**config.mk**
```make
export PLATFORM = sky130hd
export DESIGN_NAME = glitch_cmd_handler
export DESIGN_NICKNAME = d
export VERILOG_FILES = /design/src/rtl/glitch_cmd_pkg.sv /design/src/rtl/resp_fifo.sv /design/src/rtl/uart_rx.sv /design/src/rtl/uart_tx.sv /design/src/rtl/glitch_cmd_handler.sv
export SDC_FILE = /design/constraint.sdc
export NUM_CORES = 1
export LEC_CHECK = 0
export ABC_AREA = 1
export CORE_AREA = 2 2 218 220
export DETAILED_ROUTE_END_ITERATION = 10
export DIE_AREA = 0 0 220 222
export GPL_TIMING_DRIVEN = 0
export PLACE_DENSITY_LB_ADDON = 0.12
export REMOVE_ABC_BUFFERS = 1
export SYNTH_ARGS = -nofsm -noshare
export SYNTH_HDL_FRONTEND = slang
export SYNTH_SLANG_ARGS = --single-unit
```
**constraint.sdc**
```tcl
create_clock -name clk -period 9.71 [get_ports clk]
set_input_delay 0.971 -clock clk [delete_from_list [all_inputs] [get_ports clk]]
set_output_delay 0.971 -clock clk [all_outputs]
set_load 0.02 [all_outputs]
```
**src/rtl/glitch_cmd_pkg.sv**
```systemverilog
// Shared definitions for the glitcher UART command front end.
//   - command byte values accepted in IDLE
//   - single-byte response codes
//   - ID string returned by the hello command
//   - command FSM state encoding
package glitch_cmd_pkg;

    localparam logic [7:0] CMD_SEL   = 8'h63; // 'c'
    localparam logic [7:0] CMD_DELAY = 8'h64; // 'd'
    localparam logic [7:0] CMD_WIDTH = 8'h77; // 'w'
    localparam logic [7:0] CMD_NUM   = 8'h6E; // 'n'
    localparam logic [7:0] CMD_SPACE = 8'h73; // 's'
    localparam logic [7:0] CMD_FIRE  = 8'h74; // 't'
    localparam logic [7:0] CMD_READ  = 8'h72; // 'r'
    localparam logic [7:0] CMD_HELLO = 8'h68; // 'h'

    localparam logic [7:0] RSP_OK   = 8'h4B; // 'K'
    localparam logic [7:0] RSP_ERR  = 8'h45; // 'E'
    localparam logic [7:0] RSP_BUSY = 8'h42; // 'B'
    localparam logic [7:0] RSP_TMO  = 8'h3F; // '?'

    localparam int HELLO_LEN = 5;

    typedef enum logic [2:0] {
        S_IDLE  = 3'd0,
        S_ARG   = 3'd1,
        S_EXEC  = 3'd2,
        S_FIRE  = 3'd3,
        S_RESP1 = 3'd4,
        S_RB    = 3'd5,
        S_HELLO = 3'd6
    } state_t;

    // "GLv2\n"
    function automatic logic [7:0] hello_byte(input logic [2:0] idx);
        case (idx)
            3'd0:    hello_byte = 8'h47;
            3'd1:    hello_byte = 8'h4C;
            3'd2:    hello_byte = 8'h76;
            3'd3:    hello_byte = 8'h32;
            default: hello_byte = 8'h0A;
        endcase
    endfunction

endpackage

```
**src/rtl/resp_fifo.sv**
```systemverilog
// Synchronous byte FIFO holding response bytes on their way to uart_tx.
// Ports: clk, rst (async, active high), push/din (write, ignored when
// full), pop (read, ignored when empty), dout (head of queue, valid while
// !empty), full, empty.
module resp_fifo #(
    parameter int DEPTH = 4
) (
    input  logic       clk,
    input  logic       rst,
    input  logic       push,
    input  logic [7:0] din,
    input  logic       pop,
    output logic [7:0] dout,
    output logic       full,
    output logic       empty
);
    localparam int AW = $clog2(DEPTH);

    logic [7:0]  r_mem [DEPTH];
    logic [AW:0] r_wp;
    logic [AW:0] r_rp;

    // Extra pointer bit distinguishes full from empty when indexes match.
    assign empty = (r_wp == r_rp);
    assign full  = (r_wp[AW] != r_rp[AW]) && (r_wp[AW-1:0] == r_rp[AW-1:0]);
    assign dout  = r_mem[r_rp[AW-1:0]];

    always_ff @(posedge clk or posedge rst) begin
        if (rst) begin
            r_wp <= '0;
            r_rp <= '0;
        end else begin
            if (push && !full) r_wp <= r_wp + 1'b1;
            if (pop && !empty) r_rp <= r_rp + 1'b1;
        end
    end

    always_ff @(posedge clk) begin
        if (push && !full) r_mem[r_wp[AW-1:0]] <= din;
    end

endmodule

```
**src/rtl/uart_rx.sv**
```systemverilog
// 8N1 UART receiver. Ports: clk, rst, i_rx (serial line), o_data (last
// received byte), o_valid (one-cycle strobe per byte with a good stop bit).
module uart_rx #(
    parameter int CLK_FREQ  = 50_000_000,
    parameter int BAUD_RATE = 115200
) (
    input  logic       clk,
    input  logic       rst,
    input  logic       i_rx,
    output logic [7:0] o_data,
    output logic       o_valid
);
    localparam int CPB = CLK_FREQ / BAUD_RATE;

    logic [1:0]  r_sync;
    logic [1:0]  r_phase;
    logic [15:0] r_clk;
    logic [2:0]  r_bit;
    logic [7:0]  r_shift;
    logic        w_rx;

    assign w_rx = r_sync[1];

    always_ff @(posedge clk or posedge rst) begin
        if (rst) begin
            r_sync  <= 2'b11;
            r_phase <= 2'd0;
            r_clk   <= '0;
            r_bit   <= '0;
            r_shift <= '0;
            o_data  <= '0;
            o_valid <= 1'b0;
        end else begin
            r_sync  <= {r_sync[0], i_rx};
            o_valid <= 1'b0;
            case (r_phase)
                2'd0: if (!w_rx) begin
                    r_phase <= 2'd1;
                    r_clk   <= '0;
                end
                // Re-check the start bit at mid-bit to reject line glitches.
                2'd1: if (r_clk == 16'(CPB / 2 - 1)) begin
                    r_clk   <= '0;
                    r_bit   <= '0;
                    r_phase <= w_rx ? 2'd0 : 2'd2;
                end else r_clk <= r_clk + 1'b1;
                2'd2: if (r_clk == 16'(CPB - 1)) begin
                    r_clk   <= '0;
                    r_shift <= {w_rx, r_shift[7:1]};
                    r_bit   <= r_bit + 1'b1;
                    if (r_bit == 3'd7) r_phase <= 2'd3;
                end else r_clk <= r_clk + 1'b1;
                default: if (r_clk == 16'(CPB - 1)) begin
                    r_clk   <= '0;
                    r_phase <= 2'd0;
                    if (w_rx) begin
                        o_data  <= r_shift;
                        o_valid <= 1'b1;
                    end
                end else r_clk <= r_clk + 1'b1;
            endcase
        end
    end

endmodule

```
**src/rtl/uart_tx.sv**
```systemverilog
// 8N1 UART transmitter. Ports: clk, rst, i_tx_en (start strobe, ignored
// while busy), i_data (byte captured on i_tx_en), o_tx (serial line,
// idle high), o_busy (high from the cycle after i_tx_en until stop bit ends).
module uart_tx #(
    parameter int CLK_FREQ  = 50_000_000,
    parameter int BAUD_RATE = 115200
) (
    input  logic       clk,
    input  logic       rst,
    input  logic       i_tx_en,
    input  logic [7:0] i_data,
    output logic       o_tx,
    output logic       o_busy
);
    localparam int CPB = CLK_FREQ / BAUD_RATE;

    logic [9:0]  r_shift;
    logic [3:0]  r_bits;
    logic [15:0] r_clk;

    assign o_busy = (r_bits != 4'd0);
    assign o_tx   = r_shift[0];

    // Shift in ones so the line rests high once the frame is out.
    always_ff @(posedge clk or posedge rst) begin
        if (rst) begin
            r_shift <= '1;
            r_bits  <= '0;
            r_clk   <= '0;
        end else if (i_tx_en && !o_busy) begin
            r_shift <= {1'b1, i_data, 1'b0};
            r_bits  <= 4'd10;
            r_clk   <= '0;
        end else if (o_busy) begin
            if (r_clk == 16'(CPB - 1)) begin
                r_clk   <= '0;
                r_shift <= {1'b1, r_shift[9:1]};
                r_bits  <= r_bits - 1'b1;
            end else begin
                r_clk <= r_clk + 1'b1;
            end
        end
    end

endmodule

```
**src/rtl/glitch_cmd_handler.sv**
```systemverilog
// UART command front end for the glitcher: decodes host commands into
// per-channel pulse parameters and answers over uart_tx.
// Ports: clk, rst (async, active high); uart_rx_i / uart_tx_o serial pins;
// pulse_busy_i per-channel busy; delay_o, width_o, num_pulses_o,
// pulse_spacing_o packed per-channel parameters (channel 0 in LSBs);
// pulse_en_o one-cycle fire strobes; dbg_state_o current command FSM state.
//
// Response path handshake: the FSM pushes one byte per cycle only while the
// FIFO is not full (push and !full), and the drain pops the head only while
// the FIFO is not empty and the transmitter is idle (pop and !empty).
module glitch_cmd_handler
    import glitch_cmd_pkg::*;
#(
    parameter int CLK_FREQ       = 50_000_000,
    parameter int BAUD_RATE      = 115200,
    parameter int NUM_CH         = 2,
    parameter int DELAY_BYTES    = 2,
    parameter int SPACING_BYTES  = 2,
    parameter int TIMEOUT_CYCLES = CLK_FREQ / 10,
    parameter int RESP_DEPTH     = 4
) (
    input  logic                              clk,
    input  logic                              rst,
    input  logic                              uart_rx_i,
    output logic                              uart_tx_o,
    input  logic [NUM_CH-1:0]                 pulse_busy_i,
    output logic [NUM_CH*8*DELAY_BYTES-1:0]   delay_o,
    output logic [NUM_CH*8-1:0]               width_o,
    output logic [NUM_CH*8-1:0]               num_pulses_o,
    output logic [NUM_CH*8*SPACING_BYTES-1:0] pulse_spacing_o,
    output logic [NUM_CH-1:0]                 pulse_en_o,
    output logic [2:0]                        dbg_state_o
);
    localparam int SEL_W  = (NUM_CH > 1) ? $clog2(NUM_CH) : 1;
    localparam int STG_W  = 8 * ((DELAY_BYTES > SPACING_BYTES) ? DELAY_BYTES : SPACING_BYTES);
    localparam int TMO_W  = $clog2(TIMEOUT_CYCLES) + 1;
    localparam int RB_LEN = DELAY_BYTES + SPACING_BYTES + 2;
    localparam int DW     = 8 * DELAY_BYTES;
    localparam int SW     = 8 * SPACING_BYTES;

    logic [7:0]       w_rx_data;
    logic             w_rx_valid;
    logic             w_tx_busy;
    logic             w_full;
    logic             w_empty;
    logic [7:0]       w_fifo_dout;
    logic             w_pop;
    logic             w_push;
    logic [7:0]       w_push_data;
    logic [NUM_CH-1:0] w_pulse_en;

    state_t           r_state;
    state_t           w_next;
    logic [7:0]       r_cmd;
    logic [2:0]       r_cnt;
    logic [STG_W-1:0] r_stage;
    logic [TMO_W-1:0] r_tmo;
    logic [7:0]       r_rsp;
    logic [3:0]       r_idx;
    logic [SEL_W-1:0] r_sel;
    logic [1:0]       r_guard;

    logic [DW-1:0]    r_delay   [NUM_CH];
    logic [7:0]       r_width   [NUM_CH];
    logic [7:0]       r_num     [NUM_CH];
    logic [SW-1:0]    r_spacing [NUM_CH];

    logic [NUM_CH-1:0] w_fire_v;
    logic              w_fire_blocked;
    logic              w_sel_ok;
    logic              w_timeout;
    logic [7:0]        w_rb_byte;

    uart_rx #(.CLK_FREQ(CLK_FREQ), .BAUD_RATE(BAUD_RATE)) u_rx (
        .clk(clk), .rst(rst), .i_rx(uart_rx_i), .o_data(w_rx_data), .o_valid(w_rx_valid)
    );

    uart_tx #(.CLK_FREQ(CLK_FREQ), .BAUD_RATE(BAUD_RATE)) u_tx (
        .clk(clk), .rst(rst), .i_tx_en(w_pop), .i_data(w_fifo_dout),
        .o_tx(uart_tx_o), .o_busy(w_tx_busy)
    );

    resp_fifo #(.DEPTH(RESP_DEPTH)) u_fifo (
        .clk(clk), .rst(rst), .push(w_push), .din(w_push_data), .pop(w_pop),
        .dout(w_fifo_dout), .full(w_full), .empty(w_empty)
    );

    assign w_fire_v       = r_stage[NUM_CH-1:0];
    assign w_fire_blocked = |(w_fire_v & pulse_busy_i);
    assign w_sel_ok       = (r_stage[7:0] < 8'(NUM_CH));
    assign w_timeout      = (r_state == S_ARG) && !w_rx_valid && (r_tmo == TMO_W'(TIMEOUT_CYCLES - 1));
    assign dbg_state_o    = r_state;
    assign pulse_en_o     = w_pulse_en;

    // Readback order: delay MSB..LSB, width, num_pulses, spacing MSB..LSB.
    always_comb begin
        w_rb_byte = 8'h00;
        for (int k = 0; k < DELAY_BYTES; k++)
            if (r_idx == 4'(DELAY_BYTES - 1 - k)) w_rb_byte = r_delay[r_sel][8*k +: 8];
        if (r_idx == 4'(DELAY_BYTES))     w_rb_byte = r_width[r_sel];
        if (r_idx == 4'(DELAY_BYTES + 1)) w_rb_byte = r_num[r_sel];
        for (int k = 0; k < SPACING_BYTES; k++)
            if (r_idx == 4'(DELAY_BYTES + 2 + SPACING_BYTES - 1 - k)) w_rb_byte = r_spacing[r_sel][8*k +: 8];
    end

    always_comb begin
        for (int c = 0; c < NUM_CH; c++) begin
            delay_o[c*DW +: DW]         = r_delay[c];
            width_o[c*8 +: 8]           = r_width[c];
            num_pulses_o[c*8 +: 8]      = r_num[c];
            pulse_spacing_o[c*SW +: SW] = r_spacing[c];
        end
    end

    // ---------------- FSM: state register ----------------
    always_ff @(posedge clk or posedge rst) begin
        if (rst) r_state <= S_IDLE;
        else     r_state <= w_next;
    end

    // ---------------- FSM: next state ----------------
    always_comb begin
        w_next = r_state;
        case (r_state)
            S_IDLE: if (w_rx_valid) begin
                case (w_rx_data)
                    CMD_SEL, CMD_DELAY, CMD_WIDTH, CMD_NUM, CMD_SPACE, CMD_FIRE: w_next = S_ARG;
                    CMD_READ:  w_next = S_RB;
                    CMD_HELLO: w_next = S_HELLO;
                    default:   w_next = S_RESP1;
                endcase
            end
            S_ARG: begin
                if (w_rx_valid && r_cnt == 3'd1) w_next = (r_cmd == CMD_FIRE) ? S_FIRE : S_EXEC;
                else if (w_timeout)              w_next = S_RESP1;
            end
            S_EXEC, S_FIRE: w_next = S_RESP1;
            S_RESP1: if (!w_full) w_next = S_IDLE;
            S_RB:    if (!w_full && r_idx == 4'(RB_LEN - 1))    w_next = S_IDLE;
            S_HELLO: if (!w_full && r_idx == 4'(HELLO_LEN - 1)) w_next = S_IDLE;
            default: w_next = S_IDLE;
        endcase
    end

    // ---------------- FSM: outputs ----------------
    // The fire strobe is decoded from FIRE directly, so it lands exactly one
    // cycle after the mask byte and checks busy in that same cycle.
    always_comb begin
        w_push      = 1'b0;
        w_push_data = r_rsp;
        w_pulse_en  = '0;
        case (r_state)
            S_FIRE:  if (!w_fire_blocked) w_pulse_en = w_fire_v;
            S_RESP1: w_push = !w_full;
            S_RB: begin
                w_push      = !w_full;
                w_push_data = w_rb_byte;
            end
            S_HELLO: begin
                w_push      = !w_full;
                w_push_data = hello_byte(r_idx[2:0]);
            end
            default: ;
        endcase
    end

    // ---------------- Datapath ----------------
    always_ff @(posedge clk or posedge rst) begin
        if (rst) begin
            r_cmd   <= '0;
            r_cnt   <= '0;
            r_stage <= '0;
            r_tmo   <= '0;
            r_rsp   <= '0;
            r_idx   <= '0;
            r_sel   <= '0;
            for (int c = 0; c < NUM_CH; c++) begin
                r_delay[c]   <= '0;
                r_width[c]   <= '0;
                r_num[c]     <= '0;
                r_spacing[c] <= '0;
            end
        end else begin
            case (r_state)
                S_IDLE: if (w_rx_valid) begin
                    r_cmd   <= w_rx_data;
                    r_rsp   <= w_rx_data;          // echo for unknown bytes
                    r_stage <= '0;
                    r_tmo   <= '0;
                    r_idx   <= '0;
                    if (w_rx_data == CMD_DELAY)      r_cnt <= 3'(DELAY_BYTES);
                    else if (w_rx_data == CMD_SPACE) r_cnt <= 3'(SPACING_BYTES);
                    else                             r_cnt <= 3'd1;
                end
                S_ARG: begin
                    if (w_rx_valid) begin
                        r_stage <= (r_stage << 8) | STG_W'(w_rx_data);
                        r_cnt   <= r_cnt - 1'b1;
                        r_tmo   <= '0;
                    end else if (w_timeout) begin
                        r_rsp <= RSP_TMO;
                    end else begin
                        r_tmo <= r_tmo + 1'b1;
                    end
                end
                S_EXEC: begin
                    r_rsp <= RSP_OK;
                    case (r_cmd)
                        CMD_SEL: begin
                            if (w_sel_ok) r_sel <= r_stage[SEL_W-1:0];
                            else          r_rsp <= RSP_ERR;
                        end
                        CMD_DELAY: r_delay[r_sel]   <= r_stage[DW-1:0];
                        CMD_WIDTH: r_width[r_sel]   <= r_stage[7:0];
                        CMD_NUM:   r_num[r_sel]     <= r_stage[7:0];
                        CMD_SPACE: r_spacing[r_sel] <= r_stage[SW-1:0];
                        default: ;
                    endcase
                end
                S_FIRE: r_rsp <= w_fire_blocked ? RSP_BUSY : RSP_OK;
                S_RB, S_HELLO: if (!w_full) r_idx <= r_idx + 1'b1;
                default: ;
            endcase
        end
    end

    // Drain: after a pop, wait until the transmitter reports busy (or two
    // cycles pass) so its busy latency can never let a second pop slip in.
    assign w_pop = !w_empty && !w_tx_busy && (r_guard == 2'd0);

    always_ff @(posedge clk or posedge rst) begin
        if (rst)                  r_guard <= 2'd0;
        else if (w_pop)           r_guard <= 2'd2;
        else if (r_guard != 2'd0) r_guard <= w_tx_busy ? 2'd0 : r_guard - 1'b1;
    end

endmodule

```
==> results.yml <==
placement:
  gp_congestion: 0.831
  place_ws_ns: 6.07
  portBuffers: 106
  place_area_um2: 15500
  hpwl_um: 27700
finish:
  layout-drive-gt1-share_pct: 7.14
  final_util_pct: 36.0
  antenna_cells: 0
  mostFrequentLayoutCells: "509 x nand2_1, 228 x dfrtp_1, 160 x nor2_1"
  fillers: 4862
  seq_area_um2: 6980
  finalInstanceArea_um2: 16700
  final_net_count: 1842
  area_growth_pct: 20.5
  final_common_cell: "nand2_1"
  multi_input_area_um2: 5960
critical_path:
  slowest_delay_ns: 0.67
  path_buf_inv: 2
  cp-end-kind: "primary output"
  start_kind: "input port"
  r2r_slack_ns: 6.45
  critical_path.max_fanout: 4
  slowest_stage: "clkdlybuf4s50_1"
  crit_chain: "clkdlybuf4s50_1 -> a21oi_1 -> nand2_1 -> nor2_1 -> clkdlybuf4s50_1"
  cp.required_ns: 8.74
  crit_type: "in2out"
  arrival_ns: 2.66
  timing.critical_path.mode_cell: "clkdlybuf4s50_1"
  critical-path-top-delay-family: "buffers and inverters"
sta:
  setup_viol: 0
  layout_min_cycle_time_ns: 3.63
  slew_headroom_pct: 14.3
  skew_ns: 0.0235
  drv_slew: 0
  worst_pin_slew_ns: 1.28
  grt_setup_unrepaired: "false"
  worst_slack_ns: 6.08
  finalHoldViolations: 0
  tns_ns: 0
  finalCritPeriodShare_pct: 37.4
  max_freq_mhz: 275
clocking:
  clk_path_buf_depth: 3
  clock_sinks: 272
  insertion_delay_ns: 0.55
  clockRootBuffer: "clkbuf_16"
  clk_pin_slew_ns: 0.05
  postCtsSetupBuffers: 0
  cts_resized: 0
  htree_num_levels: 2
  cts_tree: "built"
  cts-hold-fix-buffers: 0
  cts_buffers: 36
grt:
  grt_pass1_wl_um: 63900
  grt_pass1_vias: 11200
  grt_max_degree: 122
  overflow: 0
  antenna_found_initial: 0
  grt_use_total_pct: 16.6
power:
  swShare_pct: 21.2
  clkPwrFrac_pct: 52.9
  power_density_nw_per_um2: 150
  seq_power_share_pct: 46.1
  p_switching_mw: 0.531
  ir_drop_uv: 121
  internal-power_mw: 1.97
  leakage_nw: 7.26
  combPwrFrac_pct: 1.0
  power_mw: 2.50
yosys:
  yosys_most_used_dff: "dfrtp_1"
  synth_cells: 1720
  yosysUniqueCellTypes: 45
  synth-edff-count: 32
  synth.avg_cell_area_um2: 8.04
  async_flop_share_pct: 88.2
  synth-seq-cells: 272
  synth_area_um2: 13800
  yosys_warnings: 0
  yosysSeqAreaShare_pct: 50.5
floorplan:
  ios: 107
  die_x_um: 220
  die_area_um2: 48800
  die_y_um: 222
  coreArea_um2: 46300
  initial_utilization_pct: 29.9
  rows: 79
job:
  cap_violations: 0
drt:
  firstDrtPassIters: 5
  drtAntennaViolNets: 0
  vias: 11700
  drc: 0
  vias_per_cell: 4.80
  drt_wl_total_um: 40200
  drt_iter0_markers: 772
  wire_per_inst_um: 16.5
hold_path:
  hold_class: "reg2reg"
outcome:
  status: "finished clean"
## synthesized netlist by cell type, types with 16 or more instances
cell type  instances  area (um2)
nand2_1          509        1910
dfrtp_1          229        5730
nor2_1           160         601
o21ai_0          156         781
inv_1            149         559
nand3_1          113         566
a21oi_1           48         240
nand4_1           38         238
edfxtp_1          32         961
clkbuf_1          30         113
ha_1              27         338
o22ai_1           25         156
xor2_1            23         201
buf_2             20         100
nor3_1            18        90.1
a31oi_1           16         100
## power by group through the flow
stage | logic (mW) | clock network, mW | registers [mW]
finish | 0.0252 | 1.32 | 1.15
global route | 0.0298 | 1.41 | 1.15
CTS | 0.0274 | 1.37 | 1.15
detailed placement | 0.0274 | 0 | 1.17
global placement | 0.0241 | 0 | 1.17
floorplan | 0.0147 | 0 | 1.17
## worst reg2reg max path, stage by stage, from the launching register on
cell      delay [ns]
dfrtp_2         0.75
clkinv_2        0.83
nand3_1         1.28
o21ai_0         0.21
## path summary, 6_finish.rpt
path,startpoint,to,cells past startpoint
worst max register to register,r_sel,delay_o[9],3
min in group asynchronous,rst,u_rx.r_clk[7],2
worst max-delay path,pulse_busy_i[0],pulse_en_o[1],5
max in group asynchronous,rst,u_tx.r_clk[6],4
worst min-delay path,u_rx.r_sync[0],u_rx.r_sync[1],0
worst min register to register,u_rx.r_sync[0],u_rx.r_sync[1],0
## metal layers
| metal | global-route usage [%] | vias up | part of all wire (%) |
|---|---|---|---|
| li1 | - | 5831 | - |
| met1 | 23.7 | 5601 | 49 |
| met2 | 25.9 | 223 | 45 |
| met3 | 2.59 | 54 | 4.5 |
| met4 | 4.76 | 0 | 2.1 |
| met5 | 0 | - | 0 |
## metrics by stage
step / hold WS (ns) / instances
after global placement: 0.348 / 2374
after CTS: 0.355 / 2440
final: 0.355 / 2441
after global routing: 0.362 / 2441
after floorplan: 0.345 / 1661
after detailed placement: 0.347 / 2378
## cell type report
class / instances / share of cell area [%]
flip-flops and latches: 272 / 41.9
multi-input cells: 1226 / 35.8
repair buffers: 111 / 6.99
clock buffers: 52 / 6.19
well taps: 607 / 4.56
inverters: 163 / 3.75
clock inverters: 10 / 0.826
## state kept, by name (all words and copies together) (netlist names), 4 cells and up
signal / cells
delay_o: 32
pulse_spacing_o: 32
u_fifo.r_mem: 32
r_tmo: 24
num_pulses_o: 16
r_stage: 16
u_rx.r_clk: 16
u_tx.r_clk: 16
width_o: 16
u_tx.r_shift: 9
r_cmd: 8
r_rsp: 8
u_rx.o_data: 8
u_rx.r_shift: 8
r_idx: 4
u_tx.r_bits: 4
## kinds of logic after synthesis
| logic type | count (synthesis) | share of synthesized area, % |
|---|---|---|
| AOI/OAI and AO/OA | 290 | 11.7 |
| buffers and inverters | 222 | 6.53 |
| xor gates and xnor gates | 26 | 1.65 |
| DFF | 272 | 50.5 |
| adders and majority gates | 27 | 2.44 |
| and+or+nand+nor | 883 | 27.2 |
(Power assumes the default switching activity.)
